<file path="config.mk">
export PLATFORM = sky130hd
export DESIGN_NAME = booth_mul_seq
export DESIGN_NICKNAME = d
export VERILOG_FILES = /design/src/rtl/mul_div_pkg.sv /design/src/rtl/booth_step.sv /design/src/rtl/booth_mul_seq.sv
export SDC_FILE = /design/constraint.sdc
export NUM_CORES = 1
export LEC_CHECK = 0
export BUFFER_PORTS_ARGS = -buffer_cell sky130_fd_sc_hd__buf_2
export CAP_MARGIN = 30
export CORE_MARGIN = 4
export CORE_UTILIZATION = 30
export CTS_CLUSTER_SIZE = 14
export DETAILED_ROUTE_END_ITERATION = 6
export GPL_ROUTABILITY_DRIVEN = 0
export PLACE_DENSITY = 0.53
export SKIP_CTS_REPAIR_TIMING = 1
export SLEW_MARGIN = 15
export SYNTH_ARGS = -nofsm -noshare
export SYNTH_HDL_FRONTEND = slang
export SYNTH_SLANG_ARGS = --single-unit
</file>
<file path="constraint.sdc">
create_clock -name clock -period 7.25 [get_ports clock]
set_input_delay 1.45 -clock clock [delete_from_list [all_inputs] [get_ports clock]]
set_output_delay 1.45 -clock clock [all_outputs]
set_load 0.01 [all_outputs]
</file>
<file path="src/rtl/mul_div_pkg.sv">
// Shared definitions for the sequential multiply/divide datapaths.
//   WIDTH_DEFAULT / CNT_W_DEFAULT : default operand width and counter width
//   state_t                       : IDLE / RUN / DONE control states
//   BOOTH_ADD / BOOTH_SUB         : {Q[0], q_m1} pairs that trigger add / subtract
package mul_div_pkg;

    localparam int WIDTH_DEFAULT = 32;
    localparam int CNT_W_DEFAULT = 6;

    typedef enum logic [1:0] {
        IDLE = 2'd0,
        RUN  = 2'd1,
        DONE = 2'd2
    } state_t;

    localparam logic [1:0] BOOTH_ADD = 2'b01;
    localparam logic [1:0] BOOTH_SUB = 2'b10;

endpackage

</file>
<file path="src/rtl/booth_step.sv">
// One radix-2 Booth step: conditional add/subtract of the sign-extended
// multiplicand into the accumulator, then arithmetic shift of {A, Q, q_m1}.
//   a, q, q_m1, m              : current accumulator, multiplier, guard bit, multiplicand
//   a_next, q_next, q_m1_next  : register values after the step
module booth_step
    import mul_div_pkg::*;
#(
    parameter int WIDTH = WIDTH_DEFAULT
) (
    input  logic [WIDTH:0]   a,
    input  logic [WIDTH-1:0] q,
    input  logic             q_m1,
    input  logic [WIDTH-1:0] m,
    output logic [WIDTH:0]   a_next,
    output logic [WIDTH-1:0] q_next,
    output logic             q_m1_next
);

    logic [WIDTH:0] m_ext;
    logic [WIDTH:0] sum;

    // One extra accumulator bit keeps A - (-2^(WIDTH-1)) representable.
    assign m_ext = {m[WIDTH-1], m};

    always_comb begin
        sum = a;
        case ({q[0], q_m1})
            BOOTH_ADD: sum = a + m_ext;
            BOOTH_SUB: sum = a - m_ext;
            default:   sum = a;
        endcase
    end

    // Arithmetic right shift of the concatenation {sum, q, q_m1}.
    assign a_next    = {sum[WIDTH], sum[WIDTH:1]};
    assign q_next    = {sum[0], q[WIDTH-1:1]};
    assign q_m1_next = q[0];

endmodule

</file>
<file path="src/rtl/booth_mul_seq.sv">
// Sequential signed radix-2 Booth multiplier, one Booth step per clock.
//   clock, reset_n             : rising-edge clock, asynchronous active-low reset
//   start                      : request, accepted only while busy is low
//   multiplicand, multiplier   : signed operands, sampled at the accepting edge
//   busy                       : high while an operation is in flight (RUN or DONE)
//   done                       : one-cycle pulse, product_hi/product_lo valid
//   product_hi, product_lo     : upper / lower halves of the 2*WIDTH-bit product
//
// Handshake: a request is taken on a rising edge where start=1 and busy=0;
// while busy=1 start is ignored. Exactly WIDTH edges later done rises for one
// cycle, then busy drops on the following edge. The product outputs keep the
// previous result until the edge that raises done.
module booth_mul_seq
    import mul_div_pkg::*;
#(
    parameter int WIDTH = WIDTH_DEFAULT,
    parameter int CNT_W = CNT_W_DEFAULT
) (
    input  logic             clock,
    input  logic             reset_n,
    input  logic             start,
    input  logic [WIDTH-1:0] multiplicand,
    input  logic [WIDTH-1:0] multiplier,
    output logic             busy,
    output logic             done,
    output logic [WIDTH-1:0] product_hi,
    output logic [WIDTH-1:0] product_lo
);

    localparam logic [CNT_W-1:0] LAST_STEP = CNT_W'(WIDTH - 1);

    state_t state_q;
    state_t state_d;

    logic [WIDTH:0]   a_q;
    logic [WIDTH-1:0] q_q;
    logic             q_m1_q;
    logic [WIDTH-1:0] m_q;
    logic [CNT_W-1:0] count_q;

    logic [WIDTH:0]   a_n;
    logic [WIDTH-1:0] q_n;
    logic             q_m1_n;

    logic load;
    logic step_en;
    logic last_step;

    booth_step #(
        .WIDTH(WIDTH)
    ) u_step (
        .a         (a_q),
        .q         (q_q),
        .q_m1      (q_m1_q),
        .m         (m_q),
        .a_next    (a_n),
        .q_next    (q_n),
        .q_m1_next (q_m1_n)
    );

    always_ff @(posedge clock or negedge reset_n) begin
        if (!reset_n) begin
            state_q <= IDLE;
        end else begin
            state_q <= state_d;
        end
    end

    always_comb begin
        state_d   = state_q;
        load      = 1'b0;
        step_en   = 1'b0;
        last_step = 1'b0;
        case (state_q)
            IDLE: begin
                if (start) begin
                    load    = 1'b1;
                    state_d = RUN;
                end
            end
            RUN: begin
                step_en = 1'b1;
                // count holds the number of steps already taken
                if (count_q == LAST_STEP) begin
                    last_step = 1'b1;
                    state_d   = DONE;
                end
            end
            DONE: begin
                state_d = IDLE;
            end
            default: begin
                state_d = IDLE;
            end
        endcase
    end

    always_ff @(posedge clock or negedge reset_n) begin
        if (!reset_n) begin
            a_q        <= '0;
            q_q        <= '0;
            q_m1_q     <= 1'b0;
            m_q        <= '0;
            count_q    <= '0;
            product_hi <= '0;
            product_lo <= '0;
        end else begin
            if (load) begin
                a_q     <= '0;
                q_q     <= multiplier;
                q_m1_q  <= 1'b0;
                m_q     <= multiplicand;
                count_q <= '0;
            end else if (step_en) begin
                a_q     <= a_n;
                q_q     <= q_n;
                q_m1_q  <= q_m1_n;
                count_q <= count_q + CNT_W'(1);
            end
            // Low 2*WIDTH bits of the shifted {A, Q} form the product.
            if (last_step) begin
                product_hi <= a_n[WIDTH-1:0];
                product_lo <= q_n;
            end
        end
    end

    assign busy = (state_q != IDLE);
    assign done = (state_q == DONE);

endmodule
</file>
# Word-level counts from Yosys, hierarchy flattened
# Index checks and enable logic that the tools add are counted.
# Widths: inputs -> output; s select.
# word_totals
elab_cells	39
inputBits	67
regBits	170
out_inout_bits	66
# classes
add_sub_neg	3
reduce_logical	4
eq_ne	7
mux	17
# ops
op	count
$mux 33	2
$pmux 33 s2	1
$mux 32	2
$add 33x33->33	1
$sub 33x33->33	1
$mux 6	2
$mux 1	7
$add 6x1->6 const B	1
$eq 6x5->1 const B	1
$eq 2x1->1 const B	2
$eq 2x2->1 const B	2
$mux 2	2
$ne 2x2->1 const B	2
$pmux 2 s2	1
$reduce_bool 2->1	2
$logic_not 2->1	1
$reduce_and 2->1	1

# Logic depth before layout (Yosys ltp)
# Gate-level depths: netlist of the first run.
# logic_depth
depth_word	4
mapped_depth	19
depth_no_buf	18

# Cells and area by module
# Synthesis of the first run repeated with hierarchy kept, for this count alone.
# unflattened
cells_unflattened	1052
area_unflattened_um2	9725.6
# modules_own_cells
mod	n_inst	seq_area_each_um2	area_per_inst_um2	cells_per_inst
booth_mul_seq	1	4254.1	6631.4	596
booth_step	1	0.0	3094.2	456

# Least setup slack after synthesis of the first run
# OpenSTA, ideal clock, no wires.
# synth_timing
path_type	reg2reg
startpoint	register m_q[15]
endpoint	register product_hi[31]
arrival_ns	3.845
path_stages_with_launch	17
path_buffers	1
t_required_ns	7.125
slack_ns	3.281
period_less_slack_ns	3.969
setup_time_ns	0.125
cell_sequence	dfrtp_1 or4_4 or4_4 nor4_1 a21oi_1 xnor2_1 ha_1 clkbuf_1 a21oi_1 o21ai_0 o31ai_1 a31oi_1 nand4_1 nand4b_1 xnor2_1 o21ai_1 mux2_2
# synth_via
elab_chain_cells	2
elab_cells_between_ends	3
cone_classes	2 x add/sub; 1 x mux
# synth_lines
element	line_no	source
start: declaration	booth_mul_seq.sv:38	logic [WIDTH-1:0] m_q;
start signal: assignment	booth_mul_seq.sv:112	m_q <= multiplicand;
$sub 33x33->33 or $add 33x33->33 (tied branches)	booth_step.sv:29, booth_step.sv:28	
$pmux 33 s2 (*)	booth_step.sv:27	case ({q[0], q_m1})
end signal: assignment	booth_mul_seq.sv:122	product_hi <= a_n[WIDTH-1:0];
end: declaration	booth_mul_seq.sv:26	output logic [WIDTH-1:0] product_hi,
# Every way passes the cells marked *; elsewhere a longest branch is shown, timed or not.
# A chain may end at the register's enable or synchronous reset.

# Worst setup path after layout of the first run
# layout_timing
startpoint	register m_q[3]
endpoint	register product_hi[31]
# Same word-level chain as after synthesis.

==> results of run 1 <==
-- per-stage QoR --
step	hold slack, ns	worst slack, ns	power (W)	instances	util (%)
finish	0.4701	2.753	0.005720	1615	35.94
detailed placement	0.4568	2.848	0.004792	1581	33.75
floorplan	0.4541	3.281	0.003988	1105	-
global route	0.4865	2.317	0.006280	1615	35.94
CTS	0.4776	2.816	0.005769	1613	35.76
global placement	0.4551	2.926	0.004761	1581	33.75
-- layer usage --
| metal | vias up | share of wire (%) |
|---|---|---|
| li1 | 3985 | - |
| met1 | 3820 | 45 |
| met2 | 165 | 48 |
| met3 | 35 | 5.2 |
| met4 | 10 | 1.6 |
| met5 | - | 0.22 |
-- layout make-up --
class	instances	area (sq um)	area share, %
Inverter	19	71.32	0.6487
Clock inverter	14	177.7	1.616
Clock buffer	18	439.2	3.995
Sequential cell	169	4229	38.47
Multi-Input combinational cell	856	4792	43.59
Tap cell	396	495.5	4.507
Timing Repair Buffer	143	789.5	7.181
-- registers in the layout, indices dropped and copies added (netlist names) --
register,cells
count_q,6
q_m1_q,1
m_q,32
state_q,2
a_q,32
product_hi,32
product_lo,32
q_q,32
-- logic make-up (layout without fill, tap and decap cells) --
kind of cell / after synthesis / in the layout
AOI/OAI and AO/OA: 261 / 261
xor gates and xnor gates: 57 / 57
adders and majority gates: 36 / 36
buffers and inverters: 80 / 194
DFF: 169 / 169
muxes: 13 / 13
and+or+nand+nor: 489 / 489
-- cells in the mapped netlist (3+ instances only) --
cell / instances
a211oi_1: 3
a21boi_0: 4
a21o_1: 16
a21oi_1: 64
a22oi_1: 32
a31oi_1: 15
and2_1: 3
and3_1: 6
buf_1: 4
clkbuf_1: 55
dfrtp_1: 169
ha_1: 35
inv_1: 18
mux2i_1: 12
nand2_1: 313
nand2b_1: 3
nand3_1: 39
nand4_1: 9
nor2_1: 69
nor2b_1: 5
nor3_1: 16
nor3b_1: 3
o211ai_1: 6
o21a_1: 5
o21ai_0: 83
o21ai_1: 4
o21bai_1: 7
o22ai_1: 3
o31a_1: 4
o31ai_1: 5
xnor2_1: 46
xor2_1: 10
-- power by group --
group          switching [W]  total (W)  internal (W)
clock               0.000467   0.000946      0.000479
combinational        0.00196    0.00330       0.00134
sequential          0.000256    0.00148       0.00122
-- cell usage in the layout (no fill, tap or decap), types with 7 or more instances in the layout --
cell type    n
a21oi_1     64
buf_2      131
xnor2_1     46
nand4_1      9
a31oi_1     15
buf_4        9
nand3_1     39
dfrtp_1    169
clkbuf_16   17
o21ai_0     83
nand2_1    311
a21o_1      16
a22oi_1     32
xor2_1      10
inv_1       18
nor2_1      68
mux2i_1     12
ha_1        34
o21bai_1     7
nor3_1      16
-- worst paths after layout --
check                               from              to  cells past startpoint
max                               m_q[3]  product_hi[31]                     17
max in group asynchronous        reset_n          q_q[0]                      2
max reg2reg                       m_q[3]  product_hi[31]                     17
min in group asynchronous        reset_n         m_q[17]                      1
min                        product_lo[3]   product_lo[3]                      2
min reg2reg                product_lo[3]   product_lo[3]                      2
-- worst reg2reg max path, cell delays in order (launching register included) --
cell and delay, ns:
dfrtp_1 0.43, nor3_1 0.27, nand2_1 0.18, nor3_1 0.31
nand2b_1 0.20, nor4_1 0.57, nor2_1 0.11, xnor2_1 0.15
ha_1 0.35, a21oi_1 0.35, o21ai_0 0.19, o31ai_1 0.25
a31oi_1 0.13, nand4_1 0.15, nand4b_1 0.12, xnor2_1 0.26
o21ai_1 0.08, mux2_2 0.28
==> flow_summary.json, run 1 <==
{
  "status": "finished clean",
  "fin_setup_tns_ns": 0,
  "path_max_fanout": 5,
  "gr-total-overflow": 0,
  "synth_fa_ha_area_share_pct": 4.925,
  "h-tree-depth": 4,
  "fin_area_sq_um": 10990,
  "netlist_top_cells_area": "dfrtp_1 45%, nand2_1 13%, ha_1 4.7%",
  "yosysSeqAreaShare_pct": 45.49,
  "critPathMaxStageDelay_ns": 0.57,
  "ant_nets": 0,
  "setup_violations": 0,
  "period_share_pct": 62.03,
  "final_nets": 1309,
  "yosysWarnings": 0,
  "yosys.area.top_type": "dfrtp_1",
  "netlist_instances": 1105,
  "initial_core_util_pct": 30.40,
  "hold_class": "flop to flop",
  "synthMuxAreaShare_pct": 1.413,
  "diodes": 0,
  "drv_cap": 0,
  "power_leakage_nw": 5.373,
  "critPathTopFamily": "simple AND/OR/NAND/NOR gates",
  "nFillCells": 3245,
  "drive_gt1_share_pct": 16.16,
  "synthToLayoutAreaGrowth_pct": 18.25,
  "ir_worst_vdd_mv": 0.2032,
  "ys_async_sr_fraction_pct": 100.0,
  "ys_types": 60,
  "routed_wl_microns": 26340,
  "cts_sinks": 169,
  "critPathLaunchType": "flop",
  "final.setup_skew_ns": 0.01249,
  "dr.pass1.iters": 5,
  "synth_xor_xnor_area_share_pct": 5.450,
  "cp_slowest_cell": "nor4_1",
  "drc": 0,
  "pin_count": 133,
  "grt_pass1_wl_microns": 42770,
  "worst_ep_required_time_ns": 7.56,
  "fp.dieArea_sq_um": 33870,
  "fin_crit_ns": 4.497,
  "drtIter0Drc": 476,
  "slew_headroom_pct": 50.57,
  "synth_compound_area_share_pct": 17.02,
  "met2_usage_pct": 26.22,
  "end_kind": "flop",
  "synth_edf_count": 0,
  "slew_violations": 0,
  "vias": 8015,
  "port-buffer-count": 132,
  "worst_pin_slew_ns": 0.7415,
  "worstSetupPathType": "flop to flop",
  "synthSimpleGateAreaFrac_pct": 22.45,
  "grt_use_total_pct": 15.75,
  "ys_seq_elements": 169,
  "place_area_sq_um": 10320,
  "grt_pass1_vias": 7951,
  "clockRootBuffer": "clkbuf_16",
  "clkLatencyLatePin_ns": 0.44,
  "crit_buf_inv": 0,
  "fp-row-count": 64,
  "syn_area_per_cell_sq_um": 8.414,
  "fp.coreArea_sq_um": 30590,
  "grt_setup_unrepaired": "false",
  "met1_usage_pct": 20.50,
  "cts_tree": "done",
  "r2r_slack_ns": 2.75,
  "ys.flop_type": "dfrtp_1",
  "dp_hpwl_microns": 18650,
  "syn_area_sq_um": 9298,
  "die_height_microns": 184.0,
  "final_hold_viol_count": 0,
  "yosys.area.top_type_share_pct": 45.49,
  "clk_path_buf_depth": 2,
  "clk_pin_slew_ns": 0.08,
  "wl_per_cell_microns": 16.31,
  "met3_usage_pct": 4.254,
  "grt_antenna_before_repair": 5,
  "grt_max_degree": 91,
  "path_cells": "nor3_1 > nand2_1 > nor3_1 > nand2b_1 > nor4_1 > nor2_1 > xnor2_1 > ha_1 > a21oi_1 > o21ai_0 > o31ai_1 > a31oi_1 > nand4_1 > nand4b_1 > xnor2_1 > o21ai_1 > mux2_2",
  "numCtsBuffers": 17,
  "vias_per_cell": 4.963,
  "synth_top_family_by_area": "simple AND/OR/NAND/NOR gates",
  "synthesis.nets": 1208,
  "pwr_density_cell_nw_per_um2": 520.2,
  "busiest_layer": "met2",
  "crit_arrival_ns": 4.81,
  "die_w_microns": 184.0,
  "max_freq_mhz": 222.4
}
(Power assumes the default switching activity.)
==> inputs of run 2 (changes only) <==
- PLACE_DENSITY: 0.53 -> 0.55
- clock period: 7.25 -> 3.7 ns (I/O delays scaled with it)
==> flow_summary.json, run 2 (synthesized netlist as in run 1, its figures left out) <==
{
  "worst_pin_slew_ns": 0.7747,
  "final_cell_mix": "309 x nand2_1, 169 x dfrtp_1, 131 x buf_2, 123 x buf_4, 71 x o21ai_0",
  "clk_pin_slew_ns": 0.07,
  "ff2ff_path_depth": 16,
  "clkLatencyLatePin_ns": 0.43,
  "grt_use_total_pct": 15.91,
  "internal-power_w": 0.007417,
  "swShare_pct": 44.15,
  "r2r_end": "product_hi[31]",
  "h-tree-depth": 4,
  "dp_hpwl_microns": 19740,
  "slew_headroom_pct": 48.36,
  "switching_power_w": 0.005864,
  "critPathLaunchType": "flop",
  "status": "finished, violations left",
  "drv_cap": 0,
  "grt_setup_unrepaired": "true",
  "violations": "negative setup slack",
  "path_max_fanout": 4,
  "final.setup_skew_ns": 0.009852,
  "die_w_microns": 184.0,
  "numCtsBuffers": 17,
  "die_height_microns": 184.0,
  "nFillCells": 3159,
  "grt_antenna_before_repair": 5,
  "worst_ep_required_time_ns": 4.02,
  "synthToLayoutAreaGrowth_pct": 30.08,
  "crit_start": "m_q[15]",
  "cp_slowest_cell": "or4_4",
  "total_power_w": 0.01328,
  "initial_core_util_pct": 30.40,
  "gr-total-overflow": 0,
  "p_seq_share_pct": 21.8,
  "critPathTopFamily": "simple AND/OR/NAND/NOR gates",
  "critical_path_cell_count": 16,
  "diodes": 0,
  "fp-row-count": 64,
  "routed_wl_microns": 27010,
  "vias": 8482,
  "max_freq_mhz": 248.0,
  "drtIter0Drc": 570,
  "fin_setup_tns_ns": -2.797,
  "vias_per_cell": 4.906,
  "pwr-share-comb_pct": 65.4,
  "setup_violations": 16,
  "grt_pass1_vias": 8196,
  "grt_pass1_wl_microns": 43550,
  "cts_sinks": 169,
  "pin_count": 133,
  "place_area_sq_um": 11170,
  "ant_nets": 0,
  "fin_crit_ns": 4.032,
  "crit_buf_inv": 1,
  "clk_path_buf_depth": 2,
  "p_clk_share_pct": 12.7,
  "wl_per_cell_microns": 15.62,
  "hold_class": "primary input to asynchronous set/reset pin",
  "final_nets": 1424,
  "power_leakage_nw": 5.971,
  "fp.dieArea_sq_um": 33870,
  "seqCellArea_sq_um": 4229,
  "grt_max_degree": 106,
  "r2r_start": "m_q[15]",
  "r2r_slack_ns": -0.33,
  "post-place-ws_ns": -0.2467,
  "cts_tree": "done",
  "drc": 0,
  "crit_arrival_ns": 4.35,
  "ir_worst_vdd_mv": 0.5315,
  "crit_path_end": "product_hi[31]",
  "drive_gt1_share_pct": 27.91,
  "path_cells": "or4_4 > or4_4 > nor4_4 > nor2_1 > xnor2_1 > ha_1 > a21oi_2 > buf_4 > o211ai_1 > o31ai_2 > a31oi_2 > nand4_1 > nand4b_1 > xnor2_1 > o21ai_1 > mux2_2",
  "worstSetupPathType": "flop to flop",
  "fin_area_sq_um": 12090,
  "period_share_pct": 109.0,
  "slew_violations": 0,
  "final_util_pct": 39.54,
  "final_hold_viol_count": 0,
  "end_kind": "flop",
  "critPathMaxStageDelay_ns": 0.56,
  "port-buffer-count": 132,
  "pwr_density_cell_nw_per_um2": 1098,
  "final_common_cell": "nand2_1",
  "layout_setup_ws_ns": -0.3325,
  "clockRootBuffer": "clkbuf_16",
  "fp.coreArea_sq_um": 30590,
  "dr.pass1.iters": 5,
  "multi_input_area_sq_um": 5119
}
run 2: cell types whose count changed in the layout (fill, tap and decap cells not counted), sizes merged:
cell	before	now
buf	143	258
clkinv	8	6
clkinvlp	0	1
run 2: power groups by stage:
stage	Combinational, W	Sequential, W	Clock (W)
2_1_floorplan	0.00507	0.00277	0
3_3_place_gp	0.00776	0.00289	0
3_5_place_dp	0.00787	0.00289	0
4_1_cts	0.00789	0.00287	0.00175
5_1_grt	0.00960	0.00297	0.00183
6_report	0.00869	0.00290	0.00169
run 2: metal layers:
| layer | GRT usage [%] | vias up | wire length, microns |
|---|---|---|---|
| li1 | - | 4230 | - |
| met1 | 22.67 | 4024 | 13040 |
| met2 | 24.41 | 184 | 12180 |
| met3 | 3.700 | 34 | 1335 |
| met4 | 4.230 | 10 | 410 |
| met5 | 0 | - | 53 |
run 2: worst register-to-register path: stages, from the launching register on:
cell      delay, ns
dfrtp_1        0.38
or4_4          0.56
or4_4          0.46
nor4_4         0.36
nor2_1         0.09
xnor2_1        0.16
ha_1           0.32
a21oi_2        0.07
buf_4          0.14
o211ai_1       0.23
o31ai_2        0.12
a31oi_2        0.27
nand4_1        0.14
nand4b_1       0.13
xnor2_1        0.15
o21ai_1        0.08
mux2_2         0.27
run 2: layout make-up:
cell class | instances | share of cell area [%]
Clock inverter | 13 | 0.8897
Sequential cell | 169 | 34.97
Multi-Input combinational cell | 856 | 42.32
Clock buffer | 18 | 3.631
Timing Repair Buffer | 258 | 13.50
Inverter | 19 | 0.5897
Tap cell | 396 | 4.097
run 2: worst min-delay path by stage:
stage                    from        endpoint  slack, ns  depth (start not counted)
4_1_cts               reset_n  product_lo[17]       0.10                          1
3_5_place_dp   product_lo[16]  product_lo[16]       0.46                          2
2_1_floorplan         reset_n          a_q[0]       0.44                          0
5_1_grt               reset_n  product_lo[17]       0.11                          1
3_3_place_gp   product_lo[25]  product_lo[25]       0.46                          2
6_report              reset_n  product_lo[17]       0.12                          1
run 2: metrics by stage:
stage                     cells  hold slack (ns)
after floorplan            1105           0.4444
after global placement     1688           0.4562
after detailed placement   1688           0.4571
after CTS                  1719           0.1037
after global routing       1729           0.1075
final                      1729           0.1238
